**src/rtl/intc_responder_pkg.sv**
```systemverilog
// Shared types and constants for the interrupt responder: FSM states,
// configuration register map and the source-count ceiling.
package intc_pkg;

  localparam int MAX_SRC = 16;

  localparam logic [1:0] REG_MASK  = 2'd0;
  localparam logic [1:0] REG_EDGE  = 2'd1;
  localparam logic [1:0] REG_PEND  = 2'd2;
  localparam logic [1:0] REG_INSVC = 2'd3;

  typedef enum logic [1:0] {
    IDLE = 2'd0,
    REQ  = 2'd1,
    ACK  = 2'd2
  } state_t;

endpackage

```
**src/rtl/intc_responder_if.sv**
```systemverilog
// CPU-side interrupt handshake: irq/iack request-acknowledge plus the vector
// return path and the end-of-interrupt strobe.
//
// Handshake: irq is a level request held by the controller; the CPU raises
// iack (one or more cycles) and the vector is valid on vec_data the cycle
// after iack is first sampled, for as long as vec_valid stays high.
interface intc_responder_if;
  logic        irq;
  logic        iack;
  logic        eoi;
  logic [15:0] vec_data;
  logic        vec_valid;

  modport master (
    input  irq,
    input  vec_data,
    input  vec_valid,
    output iack,
    output eoi
  );

  modport slave (
    output irq,
    output vec_data,
    output vec_valid,
    input  iack,
    input  eoi
  );
endinterface

```
**src/rtl/intc_responder_prio_enc.sv**
```systemverilog
// Find-lowest-set-bit encoder; index 0 is the highest priority.
module intc_prio_enc #(
  parameter int W = 8
) (
  input  logic [W-1:0] bits,
  output logic         found,
  output logic [3:0]   idx
);

  // Scan downward so the lowest set bit is the last to write idx.
  always_comb begin
    found = 1'b0;
    idx   = 4'd0;
    for (int i = W - 1; i >= 0; i--) begin
      if (bits[i]) begin
        found = 1'b1;
        idx   = 4'(i);
      end
    end
  end

endmodule

```
**src/rtl/intc_responder.sv**
```systemverilog
// Interrupt controller at the device end of the CPU irq/iack handshake:
// synchronizes sources, keeps MASK/EDGE/PENDING/INSERVICE, returns vectors.
module intc_responder
  import intc_pkg::*;
#(
  parameter int         NUM_SRC  = 8,
  parameter logic [7:0] VEC_BASE = 8'h20,
  parameter logic [7:0] SPUR_VEC = 8'hFF
) (
  input  logic                clk,
  input  logic                reset,
  intc_responder_if.slave     bus,
  input  logic [NUM_SRC-1:0]  src,
  input  logic                cfg_we,
  input  logic [1:0]          cfg_addr,
  input  logic [15:0]         cfg_wdata,
  output logic [15:0]         cfg_rdata,
  output state_t              state_dbg
);

  state_t state, state_nxt;

  logic [NUM_SRC-1:0] sync1, sync2, sync3;
  logic [NUM_SRC-1:0] mask_q, edge_q, pend_q, insvc_q;
  logic [NUM_SRC-1:0] set_vec, cfg_clr, ack_set, eoi_clr;
  logic [NUM_SRC-1:0] eligible;
  logic [3:0]         win_idx, insvc_idx, win_q;
  logic               win_found, insvc_found, win_valid_q;
  logic               ack_first, latch_en, req_exists;
  logic [4:0]         ceiling;
  logic               unused_wdata;

  assign unused_wdata = ^cfg_wdata;

  always_ff @(posedge clk or posedge reset) begin
    if (reset) begin
      sync1 <= '0;
      sync2 <= '0;
      sync3 <= '0;
    end else begin
      sync1 <= src;
      sync2 <= sync1;
      sync3 <= sync2;
    end
  end

  assign set_vec  = (edge_q & sync2 & ~sync3) | (~edge_q & sync2);
  assign eligible = pend_q & ~mask_q;

  intc_prio_enc #(.W(NUM_SRC)) u_win_enc (
    .bits  (eligible),
    .found (win_found),
    .idx   (win_idx)
  );

  intc_prio_enc #(.W(NUM_SRC)) u_ceil_enc (
    .bits  (insvc_q),
    .found (insvc_found),
    .idx   (insvc_idx)
  );

  assign ceiling    = insvc_found ? {1'b0, insvc_idx} : 5'(NUM_SRC);
  assign req_exists = win_found && ({1'b0, win_idx} < ceiling);

  always_comb begin
    cfg_clr = '0;
    ack_set = '0;
    eoi_clr = '0;
    if (cfg_we && cfg_addr == REG_PEND)
      cfg_clr = cfg_wdata[NUM_SRC-1:0];
    for (int i = 0; i < NUM_SRC; i++) begin
      ack_set[i] = ack_first && win_valid_q && (win_q == 4'(i));
      eoi_clr[i] = bus.eoi && insvc_found && (insvc_idx == 4'(i));
    end
  end

  // The acknowledge clear beats a same-cycle level set, so a level source
  // that is still high shows up pending again one cycle later.
  always_ff @(posedge clk or posedge reset) begin
    if (reset) begin
      mask_q  <= '0;
      edge_q  <= '0;
      pend_q  <= '0;
      insvc_q <= '0;
    end else begin
      if (cfg_we && cfg_addr == REG_MASK) mask_q <= cfg_wdata[NUM_SRC-1:0];
      if (cfg_we && cfg_addr == REG_EDGE) edge_q <= cfg_wdata[NUM_SRC-1:0];
      pend_q  <= ((pend_q & ~cfg_clr) | set_vec) & ~ack_set;
      insvc_q <= (insvc_q & ~eoi_clr) | ack_set;
    end
  end

  always_ff @(posedge clk or posedge reset) begin
    if (reset) begin
      state       <= IDLE;
      win_q       <= '0;
      win_valid_q <= 1'b0;
      ack_first   <= 1'b0;
    end else begin
      state     <= state_nxt;
      ack_first <= latch_en;
      if (latch_en) begin
        win_q       <= win_idx;
        win_valid_q <= req_exists;
      end
    end
  end

  // An iack that races a vanishing request still wins; the CPU gets the
  // spurious vector instead of a dangling acknowledge.
  always_comb begin
    state_nxt = state;
    latch_en  = 1'b0;
    case (state)
      IDLE: if (req_exists) state_nxt = REQ;
      REQ: begin
        if (bus.iack) begin
          state_nxt = ACK;
          latch_en  = 1'b1;
        end else if (!req_exists) begin
          state_nxt = IDLE;
        end
      end
      ACK: if (!bus.iack) state_nxt = IDLE;
      default: state_nxt = IDLE;
    endcase
  end

  always_comb begin
    bus.irq       = (state == REQ);
    bus.vec_valid = (state == ACK);
    bus.vec_data  = 16'h0000;
    if (state == ACK)
      bus.vec_data = {8'h00, win_valid_q ? (VEC_BASE + 8'(win_q)) : SPUR_VEC};
  end

  always_comb begin
    cfg_rdata = '0;
    case (cfg_addr)
      REG_MASK:  cfg_rdata[NUM_SRC-1:0] = mask_q;
      REG_EDGE:  cfg_rdata[NUM_SRC-1:0] = edge_q;
      REG_PEND:  cfg_rdata[NUM_SRC-1:0] = pend_q;
      default:   cfg_rdata[NUM_SRC-1:0] = insvc_q;
    endcase
  end

  assign state_dbg = state;

endmodule

```
**src/flat_wrapper.sv**
```systemverilog
// flat-port wrapper written by rule: the top's interface ports become plain ports
module intc_responder_flat import intc_pkg::*;
#(
  parameter int         NUM_SRC  = 8,
  parameter logic [7:0] VEC_BASE = 8'h20,
  parameter logic [7:0] SPUR_VEC = 8'hFF
)
  (clk, reset, src, cfg_we, cfg_addr, cfg_wdata, cfg_rdata, state_dbg, bus_irq, bus_vec_data, bus_vec_valid, bus_iack, bus_eoi);
  intc_responder_if bus_i ();
  input  logic clk;
  input  logic reset;
  input  logic [NUM_SRC-1:0] src;
  input  logic cfg_we;
  input  logic [1:0] cfg_addr;
  input  logic [15:0] cfg_wdata;
  output logic [15:0] cfg_rdata;
  output state_t state_dbg;
  output wire logic [$bits(bus_i.irq)-1:0] bus_irq;
  output wire logic [$bits(bus_i.vec_data)-1:0] bus_vec_data;
  output wire logic [$bits(bus_i.vec_valid)-1:0] bus_vec_valid;
  input wire logic [$bits(bus_i.iack)-1:0] bus_iack;
  input wire logic [$bits(bus_i.eoi)-1:0] bus_eoi;
  assign bus_irq = bus_i.irq;
  assign bus_vec_data = bus_i.vec_data;
  assign bus_vec_valid = bus_i.vec_valid;
  assign bus_i.iack = bus_iack;
  assign bus_i.eoi = bus_eoi;
  intc_responder #(.NUM_SRC(NUM_SRC), .VEC_BASE(VEC_BASE), .SPUR_VEC(SPUR_VEC)) u_core (.clk(clk), .reset(reset), .bus(bus_i), .src(src), .cfg_we(cfg_we), .cfg_addr(cfg_addr), .cfg_wdata(cfg_wdata), .cfg_rdata(cfg_rdata), .state_dbg(state_dbg));
endmodule
```
**config.mk**
```make
export PLATFORM = sky130hd
export DESIGN_NAME = intc_responder_flat
export DESIGN_NICKNAME = d
export VERILOG_FILES = /design/src/rtl/intc_responder_pkg.sv /design/src/rtl/intc_responder_if.sv /design/src/rtl/intc_responder_prio_enc.sv /design/src/rtl/intc_responder.sv /design/src/flat_wrapper.sv
export SDC_FILE = /design/constraint.sdc
export NUM_CORES = 1
export LEC_CHECK = 0
export ABC_CLOCK_PERIOD_IN_PS = 5300
export BUFFER_PORTS_ARGS = -buffer_cell sky130_fd_sc_hd__buf_2
export CORE_MARGIN = 10
export CORE_UTILIZATION = 41
export CTS_CLUSTER_SIZE = 10
export DETAILED_ROUTE_END_ITERATION = 6
export GPL_TIMING_DRIVEN = 0
export PLACE_DENSITY = 0.69
export SLEW_MARGIN = 20
export SYNTH_ARGS = -nofsm -noshare
export SYNTH_HDL_FRONTEND = slang
export SYNTH_HIERARCHICAL = 1
export SYNTH_SLANG_ARGS = --single-unit
```
**constraint.sdc**
```tcl
create_clock -name clk -period 5.3 [get_ports clk]
set_input_delay 0.53 -clock clk [delete_from_list [all_inputs] [get_ports clk]]
set_output_delay 0.53 -clock clk [all_outputs]
set_load 0.005 [all_outputs]
```
==> results.cfg, run 1 <==
[timing]
fmax_ghz = 0.4100
finalHoldViolations = 0
whs_ps = 91.00
max_slew_margin = 0.3110
period_minus_slack_ps = 2439
fin_crit_sh = 0.4602
worst_slew_pin_slew_ps = 1020
rsz0062_at_grt = false
slew_viol_final = 0
timing.final.ws_setup_ps = 2861
fin_skew_ps = 6.870
tns_ps = 0
setup_viol = 0

[finish]
final_cell_mix = 64 x dfrtp_1, 43 x buf_2, 21 x buf_4
layout_commonest_cell = dfrtp_1
final_cells = 419
fillCellCount = 671
design_area_sq_um = 3616
final_core_util = 0.5012
antenna_cells = 0
final_nets = 349
drive_gt1_frac = 0.3313
areaGrowthSynthToFinish_pct = 19.57

[critical_path]
crit_type = reg -> reg
reg2reg_to = u_core/state_dbg[0]$_DFFE_PP0P_
reg2reg_from = u_core/insvc_q[5]$_DFF_PP0_
r2r_slack_ps = 2860
critPathMaxFanout = 6
cp.arrival_ps = 2660
worstRegToRegCells = 8
endpoint_kind = flop
cp-start-kind = flop
required_ps = 5520

[global_routing]
first_global_vias = 2139
busiest_layer = met2
grt_start_max_net_pins = 54
met2_usage = 0.1860
track_usage = 0.1197
grt_pass1_wl_um = 10680
grt_use_met1 = 0.1432
antenna_found_initial = 0
met3_usage = 0.05055
overflow = 0

[power_and_ir_drop]
ir_worst_vdd_uv = 174.9
power_density_nw_per_um2 = 411.9
leakagePower_nw = 1.664
total_power_mw = 1.489

[die]
rows = 31
coreArea_sq_um = 7214
initial_utilization = 0.4192
die_w_um = 105.9
ios = 67
die_area_sq_um = 11210
die_h_um = 105.9

[synth]
avgSynthCellArea_sq_um = 12.29
ys_warn_count = 6
yosys_register_bits = 64
synth_top_flop_cell = dfrtp_1
synthTopCellsByArea = dfrtp_1 53%, mux4_1 7.0%, mux2_2 6.3%
synth_cell_types = 38
synth_top_area_frac = 0.5296
synth_top_cell_by_area = dfrtp_1
syn_inst = 246
syn-cell-area_sq_um = 3024
synth-edff-count = 0
ys_seq_area_frac = 0.5296
async_reset_ff_frac = 1.000

[clocking]
cts_setup_buffers = 0
cts_tree = done
postCtsHoldBufs = 0
clock-sinks = 64
worstSkewPairLatency_ps = 350
cts_buffers = 9
cts-resized-gates = 0
cts_buffer_depth = 2
clk_pin_slew_ps = 70
cts_max_level = 3
cts_root_buf = clkbuf_8

[detailed_routing]
drtAntennaViolNets = 0
vias = 2071
routed_wl_um = 6349
drtIter0Drc = 82
firstDrtPassIters = 4
drc = 0
routedWlPerCell_um = 15.15
vias_per_cell = 4.943

[status]
status = complete, no violations

[min_path]
hold_path.class = in -> async

[placed_design]
port-buffer-count = 42
placed_area_sq_um = 3445
place_congestion = 0.8849
placed_cells = 403
dp_hpwl_um = 4938
pre_cts_ws_ps = 2914

[job]
cap_violations = 0
## flip-flops by register name, summed over array words and instances, names as in the netlist
signal              flops
u_core/pend_q           8
u_core/state_dbg        2
u_core/sync2            8
u_core/edge_q           8
u_core/win_valid_q      1
u_core/win_q            4
u_core/mask_q           8
u_core/ack_first        1
u_core/sync1            8
u_core/sync3            8
u_core/insvc_q          8
## where the power goes
part | internal [mW] | total [mW] | switching (mW)
combinational | 0.217 | 0.459 | 0.242
sequential | 0.582 | 0.669 | 0.0867
clock | 0.169 | 0.361 | 0.192
## cell usage after synthesis, drive strengths merged, types with 4 or more instances
master	n
nand3	7
dfrtp	64
inv	9
o21a	5
buf	24
mux4	8
o22a	4
nor2	6
nand2b	5
nor2b	14
a21oi	6
o21ai	15
nor4	4
a21boi	16
nand2	13
mux2	17
## area by class of cell
| class | instances | area (sq um) | area share |
|---|---|---|---|
| Tap cell | 99 | 123.9 | 0.03426 |
| Inverter | 9 | 36.28 | 0.01003 |
| Clock inverter | 7 | 47.55 | 0.01315 |
| Clock buffer | 9 | 123.9 | 0.03426 |
| Buffer | 25 | 188.9 | 0.05225 |
| Multi-Input combinational cell | 163 | 1256 | 0.3474 |
| Timing Repair Buffer | 43 | 237.7 | 0.06574 |
| Sequential cell | 64 | 1602 | 0.4429 |
## worst max-delay path, cell delays in order, from the launching register on
cell,delay (ps)
dfrtp_1,420
nor2_1,100
o21ai_0,80
a211oi_1,620
nand2_1,120
ha_1,300
o211ai_1,170
a31oi_1,80
a2111oi_0,410
## logic make-up after synthesis
family                   share of synthesized area
flip-flops                                  0.5296
adder cells (fa/ha/maj)                    0.01241
AND/OR/NAND/NOR                             0.1187
AO/OA/AOI/OAI                               0.1291
other                                     0.003723
buffers and inverters                      0.07364
multiplexers                                0.1328
## worst max-delay path by stage
stage                                                 end                         from  cells after the start
final                     u_core/state_dbg[0]$_DFFE_PP0P_  u_core/insvc_q[5]$_DFF_PP0_                      8
after global placement     u_core/win_valid_q$_DFFE_PP0P_                        reset                      2
after detailed placement  u_core/state_dbg[0]$_DFFE_PP0P_  u_core/insvc_q[5]$_DFF_PP0_                      8
after global routing      u_core/state_dbg[0]$_DFFE_PP0P_  u_core/insvc_q[5]$_DFF_PP0_                      8
after CTS                 u_core/state_dbg[0]$_DFFE_PP0P_  u_core/insvc_q[5]$_DFF_PP0_                      8
after floorplan                u_core/ack_first$_DFF_PP0_                        reset                      1
## per-layer routing
layer,share of wire,vias up
met5,0,-
met4,0.017,0
met3,0.084,12
met2,0.48,60
met1,0.42,1009
li1,-,990
(Power assumes the default switching activity.)
==> run 2, diff against run 1 <==
ABC_CLOCK_PERIOD_IN_PS = 2020   (was 5300)
PLACE_DENSITY = 0.72   (was 0.69)
clock period = 2.02 ns   (was 5.3 ns; I/O delays follow)
==> run 2 against run 1 <==
The flow now finishes with violations (setup timing). Critical path depth unchanged. Register-to-register slack got worse by 2900 ps. Maximum frequency rose by 19%. Routed wire length increased by 9.2%. Clock-buffer cell count increased by 3. Design area up 9.5%. Die area unchanged. Clock power grew to 3.2 times the previous value. Sequential power grew to 2.7 times the previous value. Global-route usage is 0.72 points higher. Power grew to 3.0 times the previous value. Critical endpoint unchanged. Largest cell class unchanged. Highest routed layer unchanged.
==> results.cfg, run 2 (same netlist as run 1, synthesis figures left out) <==
[status]
status = finished, violations left
violations = setup timing

[die]
rows = 31
ios = 67
die_area_sq_um = 11210
die_h_um = 105.9
coreArea_sq_um = 7214
die_w_um = 105.9
initial_utilization = 0.4192

[critical_path]
cpMaxStageDelayCell = dfrtp_1
worst-path-stages = 8
reg2reg_from = u_core/pend_q[5]$_DFF_PP0_
cp_cell_sequence = nor2b_4, nor2_1, o21ai_1, a211oi_2, ha_1, o211ai_1, a31oi_2, a2111oi_2
cp-start-kind = flop
crit_type = reg -> reg
critPathMaxStageDelay_ps = 400
crit_buf_inv = 0
reg2reg_to = u_core/state_dbg[0]$_DFFE_PP0P_
crit_family = compound AO/OA/AOI/OAI gates
required_ps = 2250
endpoint_kind = flop
critPathMaxFanout = 3
worstRegToRegCells = 8
r2r_slack_ps = -30
cp.arrival_ps = 2280

[timing]
fin_crit_sh = 1.014
finalHoldViolations = 0
setup_viol = 1
rsz0062_at_grt = true
fmax_ghz = 0.4882
timing.final.ws_setup_ps = -28.50
slew_viol_final = 0
worst_slew_pin_slew_ps = 728.8
period_minus_slack_ps = 2049
max_slew_margin = 0.5088
whs_ps = 116.2
fin_skew_ps = 6.694
tns_ps = -28.50

[global_routing]
grt_pass1_wl_um = 11350
antenna_found_initial = 0
track_usage = 0.1269
first_global_vias = 2274
grt_start_max_net_pins = 35
overflow = 0

[job]
cap_violations = 0

[clocking]
cts_max_level = 3
cts_buffer_depth = 2
cts_buffers = 9
cts_tree = done
worstSkewPairLatency_ps = 340
cts_root_buf = clkbuf_8
clock-sinks = 64
clk_pin_slew_ps = 70

[placed_design]
placed_cells = 403
dp_hpwl_um = 4899
place_congestion = 0.8881
port-buffer-count = 42

[power_and_ir_drop]
power_frac_comb = 0.343
ir_worst_vdd_uv = 437.6
power_switching_share = 0.3404
p_int_mw = 2.995
power_density_nw_per_um2 = 1147
pwr-share-clk = 0.258
leakagePower_nw = 1.833
p_sw_mw = 1.545
seqPwrFrac = 0.400
total_power_mw = 4.540

[finish]
final_cell_mix = 59 x dfrtp_1, 43 x buf_2, 34 x buf_4
antenna_cells = 0
final_nets = 371
layout_commonest_cell = dfrtp_1
drive_gt1_frac = 0.4094
final_cells = 441
areaGrowthSynthToFinish_pct = 30.91

[min_path]
hold_start = bus_iack
whs_endpoint = u_core/state_dbg[0]$_DFFE_PP0P_
hold_path.class = in -> reg
whs_path_depth = 2

[detailed_routing]
drtIter0Drc = 119
firstDrtPassIters = 4
drtAntennaViolNets = 0
vias = 2202
routed_wl_um = 6933
drc = 0
routedWlPerCell_um = 15.72
vias_per_cell = 4.993
[run 2: cell count changes in the layout (fill, tap and decap cells not counted), moves of 3 or more]
cell           delta
nor2b_4           +4
buf_4            +13
nor2b_1           -8
nor2b_2           +4
clkbuf_8          +3
dlygate4sd3_1     +9
dfrtp_1           -5
dfrtp_2           +5
nor4_4            +3
[run 2: cell type report]
| class | instances | area (sq um) |
|---|---|---|
| multi-input combinational | 163 | 1368 |
| sequential | 64 | 1608 |
| timing repair buffer | 65 | 417.9 |
| clock buffer | 12 | 165.2 |
| clock inverter | 4 | 51.30 |
| fill | 640 | 3256 |
| inverter | 9 | 36.28 |
| tap | 99 | 123.9 |
| buffer | 25 | 188.9 |
[run 2: power by group through the flow]
| stage | Combinational [mW] | Clock (mW) | Sequential [mW] |
|---|---|---|---|
| 2_1_floorplan | 0.869 | 0 | 1.71 |
| 3_3_place_gp | 1.17 | 0 | 1.77 |
| 3_5_place_dp | 1.22 | 0 | 1.79 |
| 4_1_cts | 1.32 | 1.20 | 1.78 |
| 5_1_grt | 1.73 | 1.26 | 1.85 |
| 6_report | 1.55 | 1.17 | 1.81 |
[run 2: metrics by stage]
stage	utilization	area [sq um]	setup slack (ps)
after global placement	0.4740	3420	-545.3
after detailed placement	0.4771	3442	-260.4
final	0.5487	3959	-28.50
after global routing	0.5487	3959	-169.9
after floorplan	-	3085	64.18
after CTS	0.5267	3800	40.68
[run 2: worst register-to-register path, stage by stage (launching register included)]
cell,delay (ps)
dfrtp_1,400
nor2b_4,150
nor2_1,80
o21ai_1,90
a211oi_2,340
ha_1,300
o211ai_1,200
a31oi_2,70
a2111oi_2,320
[run 2: metal layers]
layer,routed length [um],GRT usage,up-vias
li1,-,-,1029
met1,2874,0.1472,1073
met2,3273,0.2001,82
met3,591,0.04446,18
met4,193,0.07253,0
met5,0,0,-
[run 2: worst max path at each step]
stage	from	end
global placement	reset	u_core/sync2[0]$_DFF_PP0_
CTS	u_core/insvc_q[2]$_DFF_PP0_	u_core/state_dbg[0]$_DFFE_PP0P_
finish	u_core/pend_q[5]$_DFF_PP0_	u_core/state_dbg[0]$_DFFE_PP0P_
detailed placement	u_core/mask_q[7]$_DFFE_PP0P_	u_core/state_dbg[0]$_DFFE_PP0P_
floorplan	u_core/insvc_q[5]$_DFF_PP0_	u_core/state_dbg[0]$_DFFE_PP0P_
global route	u_core/pend_q[4]$_DFF_PP0_	u_core/state_dbg[0]$_DFFE_PP0P_
[run 2: timing repair]
item / CTS / global route
hold endpoints to repair: 41 / 0
buffers inserted: 2 / 11
hold buffers: 9 / 0
endpoints found under the setup margin: 4 / 2
pin swaps: 3 / 11
resized for setup: 8 / 22
